==> src/rtl/timekeeper_1224.sv <==
// Time-of-day counter with 1 Hz prescaler, validated time load and
// registered 12/24 h display outputs for the 7-segment path.
module timekeeper_1224 #(
    parameter int TICK_DIV = 50000000,
    parameter int W        = 7
) (
    input  logic         clk,
    input  logic         rst,
    input  logic         run,
    input  logic         mode,
    input  logic         set_valid,
    output logic         set_ready,
    input  logic [W-1:0] set_hour,
    input  logic [W-1:0] set_min,
    input  logic [W-1:0] set_sec,
    output logic         set_err,
    output logic [W-1:0] hour24,
    output logic [W-1:0] min_out,
    output logic [W-1:0] sec_out,
    output logic [W-1:0] hour_disp,
    output logic         pm,
    output logic         sec_pulse,
    output logic         day_pulse
);

    localparam int PW = (TICK_DIV > 2) ? $clog2(TICK_DIV) : 1;
    localparam logic [PW-1:0] PRESC_TC = PW'(TICK_DIV - 1);

    localparam logic [W-1:0] HOUR_MAX = W'(23);
    localparam logic [W-1:0] MS_MAX   = W'(59);
    localparam logic [W-1:0] NOON     = W'(12);

    typedef enum logic [1:0] {
        ST_STOP,
        ST_RUN,
        ST_LOAD
    } state_t;

    state_t        state_q, state_d;
    logic [PW-1:0] presc_q, presc_d;
    logic [W-1:0]  hour_q, hour_d;
    logic [W-1:0]  min_q, min_d;
    logic [W-1:0]  sec_q, sec_d;
    logic [W-1:0]  hour_disp_q, hour_disp_d;
    logic          pm_q, pm_d;
    logic          set_ready_q, set_ready_d;
    logic          set_err_q, set_err_d;
    logic          sec_pulse_q, sec_pulse_d;
    logic          day_pulse_q, day_pulse_d;

    logic accept;
    logic in_range;
    logic presc_tc;
    logic tick;

    always_comb begin
        accept   = set_valid && set_ready_q;
        in_range = (set_hour <= HOUR_MAX) && (set_min <= MS_MAX)
                && (set_sec <= MS_MAX);
        presc_tc = (presc_q == PRESC_TC);
        // An accepted request (good or bad) swallows a coincident tick.
        tick     = run && presc_tc && !accept;

        state_d     = state_q;
        presc_d     = presc_q;
        hour_d      = hour_q;
        min_d       = min_q;
        sec_d       = sec_q;
        set_ready_d = 1'b1;
        set_err_d   = 1'b0;
        sec_pulse_d = 1'b0;
        day_pulse_d = 1'b0;

        if (accept) begin
            state_d     = ST_LOAD;
            set_ready_d = 1'b0;
            if (in_range) begin
                hour_d  = set_hour;
                min_d   = set_min;
                sec_d   = set_sec;
                presc_d = '0;
            end else begin
                set_err_d = 1'b1;
            end
        end else begin
            state_d = run ? ST_RUN : ST_STOP;
            if (run) begin
                presc_d = presc_tc ? '0 : presc_q + 1'b1;
            end
        end

        if (tick) begin
            sec_pulse_d = 1'b1;
            if (sec_q == MS_MAX) begin
                sec_d = '0;
                if (min_q == MS_MAX) begin
                    min_d = '0;
                    if (hour_q == HOUR_MAX) begin
                        hour_d      = '0;
                        day_pulse_d = 1'b1;
                    end else begin
                        hour_d = hour_q + 1'b1;
                    end
                end else begin
                    min_d = min_q + 1'b1;
                end
            end else begin
                sec_d = sec_q + 1'b1;
            end
        end

        // Display follows the registered hour, so it lags one cycle.
        pm_d = (hour_q >= NOON);
        if (!mode) begin
            hour_disp_d = hour_q;
        end else if (hour_q == '0) begin
            hour_disp_d = NOON;
        end else if (hour_q > NOON) begin
            hour_disp_d = hour_q - NOON;
        end else begin
            hour_disp_d = hour_q;
        end
    end

    always_ff @(posedge clk or posedge rst) begin
        if (rst) begin
            state_q     <= ST_STOP;
            presc_q     <= '0;
            hour_q      <= '0;
            min_q       <= '0;
            sec_q       <= '0;
            hour_disp_q <= NOON;
            pm_q        <= 1'b0;
            set_ready_q <= 1'b1;
            set_err_q   <= 1'b0;
            sec_pulse_q <= 1'b0;
            day_pulse_q <= 1'b0;
        end else begin
            state_q     <= state_d;
            presc_q     <= presc_d;
            hour_q      <= hour_d;
            min_q       <= min_d;
            sec_q       <= sec_d;
            hour_disp_q <= hour_disp_d;
            pm_q        <= pm_d;
            set_ready_q <= set_ready_d;
            set_err_q   <= set_err_d;
            sec_pulse_q <= sec_pulse_d;
            day_pulse_q <= day_pulse_d;
        end
    end

    assign set_ready = set_ready_q;
    assign set_err   = set_err_q;
    assign hour24    = hour_q;
    assign min_out   = min_q;
    assign sec_out   = sec_q;
    assign hour_disp = hour_disp_q;
    assign pm        = pm_q;
    assign sec_pulse = sec_pulse_q;
    assign day_pulse = day_pulse_q;

endmodule

==> config.mk <==
export PLATFORM = sky130hd
export DESIGN_NAME = timekeeper_1224
export DESIGN_NICKNAME = d
export VERILOG_FILES = /design/src/rtl/timekeeper_1224.sv
export SDC_FILE = /design/constraint.sdc
export NUM_CORES = 1
export LEC_CHECK = 0
export ABC_CLOCK_PERIOD_IN_PS = 6800
export CORE_MARGIN = 1.5
export CORE_UTILIZATION = 59
export CTS_BUF_LIST = sky130_fd_sc_hd__clkbuf_2 sky130_fd_sc_hd__clkbuf_4 sky130_fd_sc_hd__clkbuf_8
export CTS_CLUSTER_DIAMETER = 50
export DETAILED_ROUTE_END_ITERATION = 8
export HOLD_SLACK_MARGIN = 0.03
export PLACE_DENSITY_LB_ADDON = 0.15
export REMOVE_ABC_BUFFERS = 1
export SYNTH_ARGS = -nofsm -noshare
export SYNTH_HDL_FRONTEND = slang
export SYNTH_SLANG_ARGS = --single-unit
==> constraint.sdc <==
create_clock -name clk -period 6.8 [get_ports clk]
set_clock_uncertainty 0.2 [all_clocks]
set_input_delay 1.02 -clock clk [delete_from_list [all_inputs] [get_ports clk]]
set_output_delay 1.02 -clock clk [all_outputs]
set_load 0.1 [all_outputs]
Word level (Yosys, flattened, before mapping)
Cells that the tools add are included.
{ "op_classes": {"add_sub_neg": 5, "n_lt_le_gt_ge": 5, "n_eq_ne": 5, "mux": 30, "reduce_logical": 12} }
{ "ops": {"columns": ["operator", "n"], "rows": [
  ["$mux 7", 18],
  ["$mux 26", 4],
  ["$add 26x1->26 const B", 1],
  ["$eq 26x26->1 const B", 1],
  ["$add 7x1->7 const B", 3],
  ["$eq 7x6->1 const B", 2],
  ["$le 7x6->1 const B", 2],
  ["$mux 1", 8],
  ["$eq 7x5->1 const B", 1],
  ["$ge 7x4->1 const B", 1],
  ["$gt 7x4->1 const B", 1],
  ["$le 7x5->1 const B", 1],
  ["$logic_not 7->1", 1],
  ["$sub 7x4->7 const B", 1],
  ["$reduce_bool 2->1", 3],
  ["$logic_and 1x1->1", 5],
  ["$reduce_and 2->1", 2],
  ["$ne 2x1->1 const B", 1],
  ["$logic_not 1->1", 1]
]} }
{ "word_totals": {"register_bits": 59, "input_bits": 26, "output_inout_bits": 33, "word_cells": 67} }

Depth between registers and ports, before layout
{ "logic_depth": {"ltp_word": 8, "depth_mapped": 8, "depth_no_buf": 7} }

Worst setup path after synthesis
OpenSTA, ideal clock, no wires.
{ "synth_timing": {"path_type": "register -> register", "from": "register min_q[0] (netlist: min_out[0])", "to": "register hour_q[2] (netlist: hour24[2])", "setup_ps": 69, "t_arrival_ps": 2543, "t_required_ps": 6531, "path_slack_ps": 3988, "path_stages_with_launch": 7, "n_path_buf": 0, "period_less_slack_ps": 2812, "path_cell_list": "dfrtp_1 ha_1 nand2_1 nor4_2 nand4_2 or3_1 nand3_1"} }
{ "synth_via": {"elab_chain_cells": 4} }
{ "synth_lines": {"columns": ["item", "line_no", "rtl"], "rows": [
  ["from (decl)", "42", "logic [W-1:0] min_q, min_d;"],
  ["from (signal assigned)", "142", "min_q <= min_d;"],
  ["$eq 7x6->1", "96", "if (min_q == MS_MAX) begin"],
  ["$mux 7", "96", null],
  ["$mux 7", "94", "if (sec_q == MS_MAX) begin"],
  ["$mux 7", "92", "if (tick) begin"],
  ["named net hour_d[2]", "41", "logic [W-1:0] hour_q, hour_d;"],
  ["to (signal assigned)", "141", "hour_q <= hour_d;"],
  ["to (decl)", "41", null]
]} }
The timed path passes the listed nets, and every way through them passes these cells.
A chain may end at the register's enable or synchronous reset.

Worst setup path in the final report
{ "layout_timing": {"from": "input run", "to": "register min_q[4] (netlist: min_out[4])"} }
{ "layout_via": {"elab_chain_cells": 3} }
{ "layout_lines": {"columns": ["item", "line_no", "rtl"], "rows": [
  ["from (decl)", "9", "input logic run,"],
  ["$logic_and 1x1->1 (2 in series)", "62", "tick = run && presc_tc && !accept;"],
  ["$mux 7", "92", null],
  ["named net min_d[4]", "42", null]
]} }
The timed path passes the listed nets, and every way through them passes these cells.

==> flow_metrics.py <==
metrics = {
    "timing": {
        "holdWs_ns": 0.314,
        "max_freq_mhz": 302,
        "slew_viol_final": 0,
        "tns_ns": 0,
        "hold_viol_final": 0,
        "tightest_slew_ns": 1.16,
        "min_period_over_period_pct": 48.7,
        "min_period_ns": 3.31,
        "rsz0062_at_grt": "false",
        "relSlewSlack_pct": 23.0,
        "worst_slack_ns": 3.49,
        "setup_viol": 0,
    },
    "finish": {
        "n_antenna_cell": 0,
        "fillers": 409,
        "drive_gt1_share_pct": 8.65,
        "syn2layout_area_growth_pct": 23.6,
        "final_util_pct": 76.9,
        "register_area_mm2": 0.00148,
        "multiInputGateArea_mm2": 0.00189,
        "fin_nets": 480,
    },
    "worst_setup_path": {
        "ff2ff_path_depth": 6,
        "cp-end-kind": "flip-flop",
        "r2r-start": "presc_q[0]",
        "cp_max_fo": 14,
        "critPathLaunchType": "input pin",
        "r2r_end": "presc_q[16]",
        "critPathArrivalTime_ns": 3.34,
        "r2r_slack_ns": 4.06,
        "cp.required_ns": 6.82,
        "path_class": "input pin to flip-flop",
    },
    "clock_network": {
        "cts_buffers": 9,
        "cts_buffer_depth": 2,
        "clk_pin_slew_worst_paths_ns": 0.07,
        "cts_max_level": 3,
        "hold_buffers": 0,
        "clk_latency_ns": 0.34,
        "post_cts_buffers": 0,
        "post_cts_resized": 0,
        "cts_sinks": 59,
        "tritoncts": "done",
        "cts-root-buf": "clkbuf_8",
    },
    "logic_synthesis": {
        "ys_ff_latch": 59,
        "syn-cell-area_mm2": 0.00349,
        "synth.most_common_cell": "dfrtp_1",
        "postSynthAreaPerCell_um2": 8.97,
        "yosysWarnings": 0,
        "yosys-top-cells-count": "56 x dfrtp_1, 44 x nand2_1, 38 x nand3_1",
        "synth_cells": 389,
        "synth_area_leader_cell": "dfrtp_1",
        "yosysUniqueCellTypes": 62,
        "yosysTopAreaCellShare_pct": 40.1,
        "synth_flop_cell": "dfrtp_1",
        "async_flop_share_pct": 100,
        "synth-edff-count": 0,
        "synthTopCellsByArea": "dfrtp_1 40%, nand3_1 5.4%, nand2_1 4.7%, a21oi_1 4.2%, ha_1 2.9%",
        "ys_seq_area_share_pct": 42.4,
    },
    "place": {
        "gp_congestion": 0.893,
        "io_buffers": 58,
        "place_ws_ns": 3.18,
        "hpwl_um": 6350,
    },
    "hold_path": {
        "min_path_type": "flip-flop to flip-flop",
        "hold_path_end": "presc_q[15]",
        "hold_path_startpoint": "presc_q[15]",
        "min_path_cells": 1,
    },
    "global_route": {
        "gr-total-overflow": 0,
        "grt_antenna_before_repair": 0,
        "grt_pass1_wl_um": 15400,
        "grt_max_degree": 60,
        "grt_pass1_vias": 3241,
        "grtUsageTotal_pct": 31.3,
    },
    "detailed_routing": {
        "avgRoutedWirePerCell_um": 17.3,
        "viasPerCell": 6.50,
        "dr.first_iter.drc_count": 326,
        "ant_nets": 0,
        "drc": 0,
        "routed_wl_um": 9070,
        "dr.pass1.iters": 5,
        "vias": 3401,
    },
    "floorplanning": {
        "rows": 27,
        "initial_utilization_pct": 62.2,
        "ios": 59,
        "dieArea_mm2": 0.00639,
        "die_y_um": 79.9,
        "core-area_mm2": 0.00561,
        "fp.dieW_um": 79.9,
    },
    "job": {
        "drv_cap": 0,
    },
    "power_and_ir_drop": {
        "p_leak_nw": 1.80,
        "worst_ir_drop_vdd_uv": 263,
        "cellPowerDensity_mw_per_mm2": 309,
    },
    "status": {
        "status": "complete, no violations",
    },
}
-- worst max-delay path, cell delays in order --
cell and delay (ns):
clkdlybuf4s50_1 0.49, a21bo_1 0.30, or4_4 0.59, nor2_2 0.45
a21oi_1 0.17, a211o_1 0.32
-- worst max path at each step --
stage | from | end | depth (start not counted)
CTS | hour24[4] | hour24[4] | 1
global placement | run | min_out[4] | 6
floorplan | set_valid | presc_q[17] | 6
finish | run | min_out[4] | 6
global route | run | min_out[4] | 6
detailed placement | set_hour[5] | presc_q[19] | 6
-- metal layers --
| layer | share of wire [%] | vias up | GRT usage, % |
|---|---|---|---|
| met1 | 44 | 1631 | 44.0 |
| li1 | - | 1590 | - |
| met4 | 1.8 | 0 | 11.0 |
| met2 | 47 | 164 | 47.4 |
| met3 | 7.5 | 16 | 7.20 |
| met5 | 0 | - | 0 |
-- cell usage in the layout, fill, tap and decap left out, types with 5 or more instances in the layout --
| master | Yosys | layout |
|---|---|---|
| clkdlybuf4s50_1 | 0 | 58 |
| dfrtp_1 | 56 | 56 |
| nand2_1 | 44 | 44 |
| nand3_1 | 38 | 38 |
| a21oi_1 | 29 | 29 |
| o21ai_0 | 17 | 17 |
| nand4_1 | 14 | 14 |
| a31oi_1 | 14 | 14 |
| nor2_1 | 14 | 14 |
| inv_1 | 15 | 14 |
| clkbuf_8 | 0 | 13 |
| and2_1 | 11 | 11 |
| or3_1 | 9 | 9 |
| and3_1 | 8 | 8 |
| ha_1 | 8 | 8 |
| nor3_1 | 7 | 7 |
| or4_1 | 6 | 6 |
| a21o_1 | 5 | 5 |
| o211ai_1 | 5 | 5 |
| o31ai_1 | 5 | 5 |
-- cell families after synthesis --
logic type / after synthesis / share of synthesized area (%)
AND/OR/NAND/NOR: 186 / 30.9
flip-flops: 59 / 42.4
adder cells (fa/ha/maj): 8 / 2.87
AO/OA/AOI/OAI: 98 / 18.0
buffers and inverters: 29 / 3.37
XOR/XNOR: 3 / 0.753
multiplexers: 6 / 1.79
-- registers in the layout, indices dropped and copies added (netlist names) --
signal	count
set_err	1
hour_disp	7
sec_pulse	1
day_pulse	1
set_ready	1
hour24	7
pm	1
sec_out	7
presc_q	26
min_out	7
-- report_power, final --
part           total (W)  switching, W  internal (W)
Combinational   0.000536      0.000392      0.000144
Sequential      0.000483     0.0000717      0.000411
Clock           0.000316      0.000136      0.000180
Total            0.00133      0.000599      0.000735
-- cell type report --
cell class | instances | share of cell area [%]
clock buffers | 15 | 4.50
clock inverters | 1 | 0.116
inverters | 15 | 1.31
multi-input cells | 301 | 43.9
flip-flops and latches | 59 | 34.3
well taps | 72 | 2.09
repair buffers | 60 | 13.8
-- metrics by stage --
stage	std cells	total power, W	instance area [um2]
4_1_cts	523	0.00133	4310
3_5_place_dp	507	0.00102	4120
6_report	523	0.00133	4310
3_3_place_gp	507	0.00101	4120
2_1_floorplan	375	0.000882	3430
5_1_grt	523	0.00139	4310
(Power assumes the default switching activity.)
